`config.mk`:
```
export PLATFORM = sky130hd
export DESIGN_NAME = spike_readout
export DESIGN_NICKNAME = d
export VERILOG_FILES = /design/src/rtl/snn_pkg.sv /design/src/rtl/sat_counter.sv /design/src/rtl/spike_readout.sv
export SDC_FILE = /design/constraint.sdc
export NUM_CORES = 2
export LEC_CHECK = 0
export CAP_MARGIN = 10
export CORE_UTILIZATION = 30
export DETAILED_ROUTE_END_ITERATION = 12
export PLACE_DENSITY_LB_ADDON = 0.12
export SYNTH_ARGS = -nofsm -noshare
export SYNTH_HDL_FRONTEND = slang
export SYNTH_SLANG_ARGS = --single-unit
```
`constraint.sdc`:
```
create_clock -name clk -period 60.2 [get_ports clk]
set_input_delay 12.04 -clock clk [delete_from_list [all_inputs] [get_ports clk]]
set_output_delay 12.04 -clock clk [all_outputs]
set_load 0.02 [all_outputs]
```
`src/rtl/snn_pkg.sv`:
```
// Shared SNN package: readout FSM state type and the saturating-increment helper
// used by the spike counters in this design.
package snn_pkg;

    typedef enum logic [1:0] {
        IDLE,
        ACCUM,
        SCAN,
        HOLD
    } readout_state_t;

    localparam int SAT_MAX_W = 32;

    // Increment val, sticking at the all-ones value of a width-bit counter.
    function automatic logic [SAT_MAX_W-1:0] sat_inc(input logic [SAT_MAX_W-1:0] val,
                                                     input int unsigned          width);
        logic [SAT_MAX_W-1:0] max_val;
        max_val = (SAT_MAX_W'(1) << width) - SAT_MAX_W'(1);
        return (val >= max_val) ? val : val + SAT_MAX_W'(1);
    endfunction

endpackage

```
`src/rtl/sat_counter.sv`:
```
// Saturating up-counter with synchronous clear; clear takes priority over enable.
module sat_counter
    import snn_pkg::*;
#(
    parameter int CNT_W = 8
) (
    input  logic             clk,
    input  logic             rst,
    input  logic             clr,
    input  logic             en,
    output logic [CNT_W-1:0] cnt
);

    always_ff @(posedge clk or posedge rst) begin
        if (rst) begin
            cnt <= '0;
        end else if (clr) begin
            cnt <= '0;
        end else if (en) begin
            cnt <= CNT_W'(sat_inc(SAT_MAX_W'(cnt), CNT_W));
        end
    end

endmodule

```
`src/rtl/spike_readout.sv`:
```
// Rate-code readout: counts spikes per neuron over a window, then scans for the winner.
// Optional build macro SPIKE_READOUT_TOTAL_EN adds the total_count output.
module spike_readout
    import snn_pkg::*;
#(
    parameter  int NEURON_NUM = 64,
    parameter  int CNT_W      = 8,
    parameter  int WINDOW_W   = 8,
    localparam int IDX_W      = (NEURON_NUM > 1) ? $clog2(NEURON_NUM) : 1
) (
    input  logic                  clk,
    input  logic                  rst,
    input  logic                  ce,
    input  logic                  start,
    input  logic [WINDOW_W-1:0]   window_len,
    input  logic [NEURON_NUM-1:0] spike_in,
    output logic                  busy,
    output logic                  out_valid,
    input  logic                  out_ready,
    output logic [IDX_W-1:0]      winner,
    output logic [CNT_W-1:0]      winner_count,
`ifdef SPIKE_READOUT_TOTAL_EN
    output logic [CNT_W+IDX_W-1:0] total_count,
`endif
    output logic                  tie
);

    localparam logic [IDX_W-1:0] LAST_IDX = IDX_W'(NEURON_NUM - 1);

    readout_state_t      state;
    logic [WINDOW_W-1:0] win_len;
    logic [WINDOW_W-1:0] tick_cnt;
    logic [WINDOW_W-1:0] tick_nxt;
    logic [IDX_W-1:0]    scan_idx;
    logic [IDX_W-1:0]    run_idx;
    logic [CNT_W-1:0]    run_max;
    logic                run_tie;

    logic                cnt_clr;
    logic [NEURON_NUM-1:0] cnt_en;
    logic [CNT_W-1:0]    cnt_arr [NEURON_NUM];

    logic [CNT_W-1:0]    cur_cnt;
    logic [CNT_W-1:0]    nxt_max;
    logic [IDX_W-1:0]    nxt_idx;
    logic                nxt_tie;

    assign cnt_clr  = (state == IDLE) && start;
    assign tick_nxt = tick_cnt + WINDOW_W'(1);

    for (genvar i = 0; i < NEURON_NUM; i++) begin : g_cnt
        assign cnt_en[i] = (state == ACCUM) && ce && spike_in[i];

        sat_counter #(
            .CNT_W (CNT_W)
        ) u_cnt (
            .clk (clk),
            .rst (rst),
            .clr (cnt_clr),
            .en  (cnt_en[i]),
            .cnt (cnt_arr[i])
        );
    end

    // Index 0 seeds the running max; later indices only win on a strictly greater count.
    always_comb begin
        cur_cnt = cnt_arr[scan_idx];
        nxt_max = run_max;
        nxt_idx = run_idx;
        nxt_tie = run_tie;
        if (scan_idx == '0) begin
            nxt_max = cur_cnt;
            nxt_idx = '0;
            nxt_tie = 1'b0;
        end else if (cur_cnt > run_max) begin
            nxt_max = cur_cnt;
            nxt_idx = scan_idx;
            nxt_tie = 1'b0;
        end else if (cur_cnt == run_max) begin
            nxt_tie = 1'b1;
        end
    end

    always_ff @(posedge clk or posedge rst) begin
        if (rst) begin
            state        <= IDLE;
            win_len      <= '0;
            tick_cnt     <= '0;
            scan_idx     <= '0;
            run_idx      <= '0;
            run_max      <= '0;
            run_tie      <= 1'b0;
            busy         <= 1'b0;
            out_valid    <= 1'b0;
            winner       <= '0;
            winner_count <= '0;
            tie          <= 1'b0;
        end else begin
            case (state)
                IDLE: begin
                    if (start) begin
                        win_len  <= window_len;
                        tick_cnt <= '0;
                        scan_idx <= '0;
                        busy     <= 1'b1;
                        state    <= (window_len == '0) ? SCAN : ACCUM;
                    end
                end
                ACCUM: begin
                    if (ce) begin
                        tick_cnt <= tick_nxt;
                        if (tick_nxt == win_len) begin
                            state <= SCAN;
                        end
                    end
                end
                SCAN: begin
                    run_max  <= nxt_max;
                    run_idx  <= nxt_idx;
                    run_tie  <= nxt_tie;
                    scan_idx <= scan_idx + IDX_W'(1);
                    if (scan_idx == LAST_IDX) begin
                        winner       <= nxt_idx;
                        winner_count <= nxt_max;
                        tie          <= nxt_tie;
                        out_valid    <= 1'b1;
                        busy         <= 1'b0;
                        state        <= HOLD;
                    end
                end
                HOLD: begin
                    if (out_ready) begin
                        out_valid <= 1'b0;
                        state     <= IDLE;
                    end
                end
                default: state <= IDLE;
            endcase
        end
    end

`ifdef SPIKE_READOUT_TOTAL_EN
    localparam int TOT_W = CNT_W + IDX_W;

    logic [TOT_W-1:0] run_sum;
    logic [TOT_W-1:0] nxt_sum;

    assign nxt_sum = ((scan_idx == '0) ? '0 : run_sum) + TOT_W'(cur_cnt);

    // The sum is only published with the other results so it stays stable in HOLD.
    always_ff @(posedge clk or posedge rst) begin
        if (rst) begin
            run_sum     <= '0;
            total_count <= '0;
        end else if (state == SCAN) begin
            run_sum <= nxt_sum;
            if (scan_idx == LAST_IDX) begin
                total_count <= nxt_sum;
            end
        end
    end
`endif

endmodule

```
# Yosys cells after proc, flatten, opt, wreduce, memory -nomap -nowiden
# Index checks and enable logic that the tools add are counted.
# op_classes
add_sub_neg,66
magnitude_cmp,66
eq_ne,75
n_mux,220
bitwise_logic,1
reduce_logical,207
# ops
cell,count
$mux W8,198
$add A8 B1 Y8 const B,65
$ge A8 B8 Y1 const B,64
$ne A2 B2 Y1 const B,68
$reduce_and A2 Y1,67
$reduce_bool A2 Y1,67
$logic_and A1 B1 Y1,66
$bmux W8 S6,1
$mux W6,3
$eq A8 B8 Y1,2
$pmux W8 S2,1
$mux W2,6
$pmux W6 S2,1
$reduce_and A3 Y1,3
$gt A8 B8 Y1,1
$logic_not A8 Y1,1
$pmux W2 S4,1
$ge A7 B7 Y1 const B,1
$mux W1,7
$not A6 Y7,1
$add A6 B1 Y6 const B,1
$eq A6 B6 Y1 const B,1
$logic_not A6 Y1,1
$reduce_and A5 Y1,1
other kinds (5),7
# totals
regBits,568
input_bits,77
output_inout_bits,17
wordCells,711

# Logic depth before layout (Yosys ltp)
# depth
depth_word,8
mapped_depth,17
depth_no_buf,12

# Hierarchy
# From an unflattened synthesis, not the netlist that was laid out.
# hier_totals
hier_cells,3697
area_unflattened_um2,37064.3
# modules_own_cells
mod,n_inst,cells_per_inst,area_each_um2,seq_area_each_um2
sat_counter,64,46,456.7,200.2
spike_readout,1,753,7836.3,1401.3

# Least setup slack after synthesis
# No wires, ideal clock.
# synth_path
kind,in2reg
start,input ce
end,register g_cnt[5].u_cnt.cnt[4]
setup_ns,0.078
arrival_ns,13.506
required_ns,60.122
path_slack_ns,46.616
stages,7
n_path_buf,2
cell_sequence,and2_1 clkbuf_1 clkbuf_1 o311a_1 nand2_1 or3_1 a21oi_1
# synth_via
elab_chain_len,4
# synth_lines
element,line_no,rtl
"start, declared",spike_readout.sv:13,"input logic ce,"
$logic_and A1 B1 Y1 (2 in series),spike_readout.sv:52,assign cnt_en[i] = (state == ACCUM) && ce && spike_in[i];
$reduce_bool A2 Y1 (no line),n/a,
$reduce_and A2 Y1 (no line),n/a,
"end signal, assigned",sat_counter.sv:20,"cnt <= CNT_W'(sat_inc(SAT_MAX_W'(cnt), CNT_W));"
"end, declared",sat_counter.sv:11,output logic [CNT_W-1:0] cnt
# Every way passes these cells.
# A chain may end at the register's enable or synchronous reset.

# Worst setup path in the final report
# layout_path
start,input start
end,register g_cnt[54].u_cnt.cnt[1]
# layout_via
elab_chain_len,3
word_cells_on_any_way,5
cone_classes,eq/ne (1); mux (1); reduce/logical (3)
# layout_lines
element,line_no,rtl
"start, declared",spike_readout.sv:14,"input logic start,"
$logic_and A1 B1 Y1 (*),spike_readout.sv:48,assign cnt_clr = (state == IDLE) && start;
$ne A2 B2 Y1 (no line) / $reduce_bool A2 Y1 (equally long branches),n/a,
$reduce_and A2 Y1 (no line),n/a,
"end signal, assigned",sat_counter.sv:20,
"end, declared",sat_counter.sv:11,
# Every way passes the cells marked *; elsewhere a longest branch is shown, timed or not.

==> flow_summary.ini <==
[status]
outcome = finished clean

[placement]
placed_area_um2 = 34000
place_ws_ns = 44.10
dp.cells = 4537
portBuffers = 93
dpl.hpwl_mm = 63.2
place.gp.congestion = 0.814

[logic_synthesis]
synth-edff-count = 0
ys_dominant_reg_cell = dfrtp_1
ys_seq_elements = 568
async_flop_share_pct = 100
synthCells = 3169
syn_area_um2 = 31700
syn_avg_cell_area_um2 = 10.0
synth_cell_types = 65
yosysWarnings = 0
synth_largest_area_cell = dfrtp_1
seq_area_frac_synth_pct = 44.9
synth_most_common_cell = dfrtp_1
netlist.area_leader.share_pct = 44.9
synth.area.top_cells = dfrtp_1 (45%), mux4_2 (7.7%), nor2_1 (6.2%)
synthTopCellsByCount = dfrtp_1 (568), nor2_1 (523), nand2_1 (308), xnor2_1 (208), xor2_1 (178)
syn_nets = 3325

[cells_and_area]
seqCellArea_um2 = 14200
drive_above_1_share_pct = 8.78
fin_nets = 3388
multi_input_area_um2 = 16600
fillers = 10600
n_antenna_cell = 0
post-route-util_pct = 34.8
syn_to_final_growth_pct = 14.4
design_area_um2 = 36300
stdcell_count = 4661

[critical_path]
cp.required_ns = 60.66
cp_max_fo = 183
crit_path_end_kind = flop
crit_arrival_ns = 15.81
crit_path_frequent_cell = buf_4
startpoint_type = input pin
crit_path_max_incr_delay_ns = 0.87
critPathBufInv = 4
cp_slowest_cell = buf_4
crit_chain = clkdlybuf4s50_1 -> and2_4 -> buf_4 -> buf_12 -> buf_4 -> nor2_1
crit_family = buffers and inverters
crit_type = input pin to flop

[die]
initial_core_util_pct = 30.4
placementRows = 118
ios = 94
die_area_um2 = 107000
core_um2 = 104000
die_height_um = 327
die_w_um = 327

[job]
drv_cap = 0

[routing]
first_pass_iters = 5
drt-total-wl_mm = 91.6
drc = 0
drtAntennaViolNets = 0
vias = 23600
drtIter0Drc = 1767
via_per_inst = 5.07
wire_per_inst_um = 19.7

[sta]
fin_ws_ns = 44.85
hold_ws_ns = 0.504
tns_ns = 0
period_needed_ns = 15.35
drv_slew = 0
finalHoldViolations = 0
max_freq_ghz = 0.0652
skew_ns = 0.0293
slew_headroom_pct = 23.6
worst_pin_slew_ns = 1.15
fin_crit_sh_pct = 25.5
finalSetupViolations = 0
grt_setup_unrepaired = no

[pwr]
intPower_uw = 831
p_leak_nw = 14.9
power_frac_seq_pct = 38.7
power_mw = 1.32
switchingPower_uw = 488
switching_share_pct = 37.0
ir_drop_mv = 0.0323
pwr-share-clk_pct = 32.3
p_per_area_nw_per_um2 = 36.4
combinationalPowerShare_pct = 29.1

[cts]
cts_setup_buffers = 0
clockBufferDepth = 3
clk_pin_slew_ns = 0.05
numCtsBuffers = 73
hold_buffers = 0
cts_resized = 0
clock-sinks = 568
htreeDepth = 3
cts-root-buf = clkbuf_16
cts_tree = done
insertion_delay_ns = 0.63

[grt]
grt_first_pass_wirelength_mm = 143
grt_max_degree = 184
grt_pass1_vias = 23100
grtUsageTotal_pct = 17.2
antenna_found_initial = 2
grt-ovfl-total = 0

[hold_path]
hold_path_class = flop to flop
[cell families (layout without fill, tap and decap cells)]
| group | count (synthesis) | after routing | synth area share [%] |
|---|---|---|---|
| multiplexers | 234 | 234 | 11.9 |
| XOR/XNOR | 386 | 386 | 10.7 |
| AND/OR/NAND/NOR | 1338 | 1338 | 19.0 |
| buffers and inverters | 189 | 301 | 2.64 |
| AO/OA/AOI/OAI | 375 | 375 | 7.87 |
| adder cells (fa/ha/maj) | 79 | 79 | 3.12 |
| flip-flops | 568 | 568 | 44.9 |
[power groups by stage]
stage	Combinational (mW)	Clock, mW	Sequential, mW
floorplan	0.298	0	0.478
global placement	0.388	0	0.517
detailed placement	0.389	0	0.516
CTS	0.391	0.441	0.510
global route	0.429	0.455	0.519
finish	0.383	0.425	0.510
[registers in the layout, indices dropped and copies added, names as in the netlist]
| signal | count |
|---|---|
| g_cnt.u_cnt.cnt | 512 |
| run_max | 8 |
| tick_cnt | 8 |
| win_len | 8 |
| winner_count | 8 |
| run_idx | 6 |
| scan_idx | 6 |
| winner | 6 |
| state | 2 |
| busy | 1 |
| out_valid | 1 |
| run_tie | 1 |
| tie | 1 |
[final timing paths]
check | from | endpoint | slack [ns] | cells after the start
min in group asynchronous | rst | g_cnt[57].u_cnt.cnt[7]$_DFFE_PP0P_ | 11.94 | 2
setup / recovery | start | g_cnt[54].u_cnt.cnt[1]$_DFFE_PP0P_ | 44.85 | 6
hold / removal | run_max[4]$_DFFE_PP0P_ | run_max[4]$_DFFE_PP0P_ | 0.50 | 1
setup reg to reg | scan_idx[3]$_DFFE_PP0P_ | run_max[4]$_DFFE_PP0P_ | 54.23 | 14
hold reg to reg | run_max[4]$_DFFE_PP0P_ | run_max[4]$_DFFE_PP0P_ | 0.50 | 1
max in group asynchronous | rst | g_cnt[23].u_cnt.cnt[7]$_DFFE_PP0P_ | 45.41 | 5
[layer usage]
layer | global-route usage, % | part of all wire [%] | up-vias
met5 | 0 | 0.029 | -
met1 | 25.6 | 50 | 11800
met2 | 25.4 | 43 | 371
met4 | 4.60 | 2.1 | 4
li1 | - | - | 11400
met3 | 3.06 | 4.6 | 114
[final cells by class]
type / count / area share (%)
clock buffer: 107 / 5.92
clock inverter: 17 / 0.428
inverter: 62 / 0.663
multi-input combinational: 2412 / 45.9
sequential: 568 / 39.2
tap: 1380 / 4.76
timing repair buffer: 115 / 3.09
[placed cells by master, fill, tap and decap left out, types with 15 or more instances in the layout]
master / netlist / final
clkbuf_1: 77 / 15
mux2i_1: 104 / 104
nand2_1: 308 / 308
clkbuf_8: 0 / 19
a22o_1: 19 / 19
xor2_1: 178 / 178
and3_1: 29 / 29
clkbuf_16: 0 / 73
nand4_1: 111 / 111
buf_4: 11 / 20
nand3_1: 160 / 160
or3_1: 77 / 77
nor2_1: 523 / 522
o311a_1: 37 / 37
mux2_2: 18 / 18
ha_1: 79 / 79
o21ai_0: 96 / 96
dfrtp_1: 568 / 564
inv_1: 61 / 60
mux4_2: 109 / 109
clkdlybuf4s50_1: 0 / 93
nor3_1: 87 / 87
a21oi_1: 104 / 104
xnor2_1: 208 / 208
(Power assumes the default switching activity.)
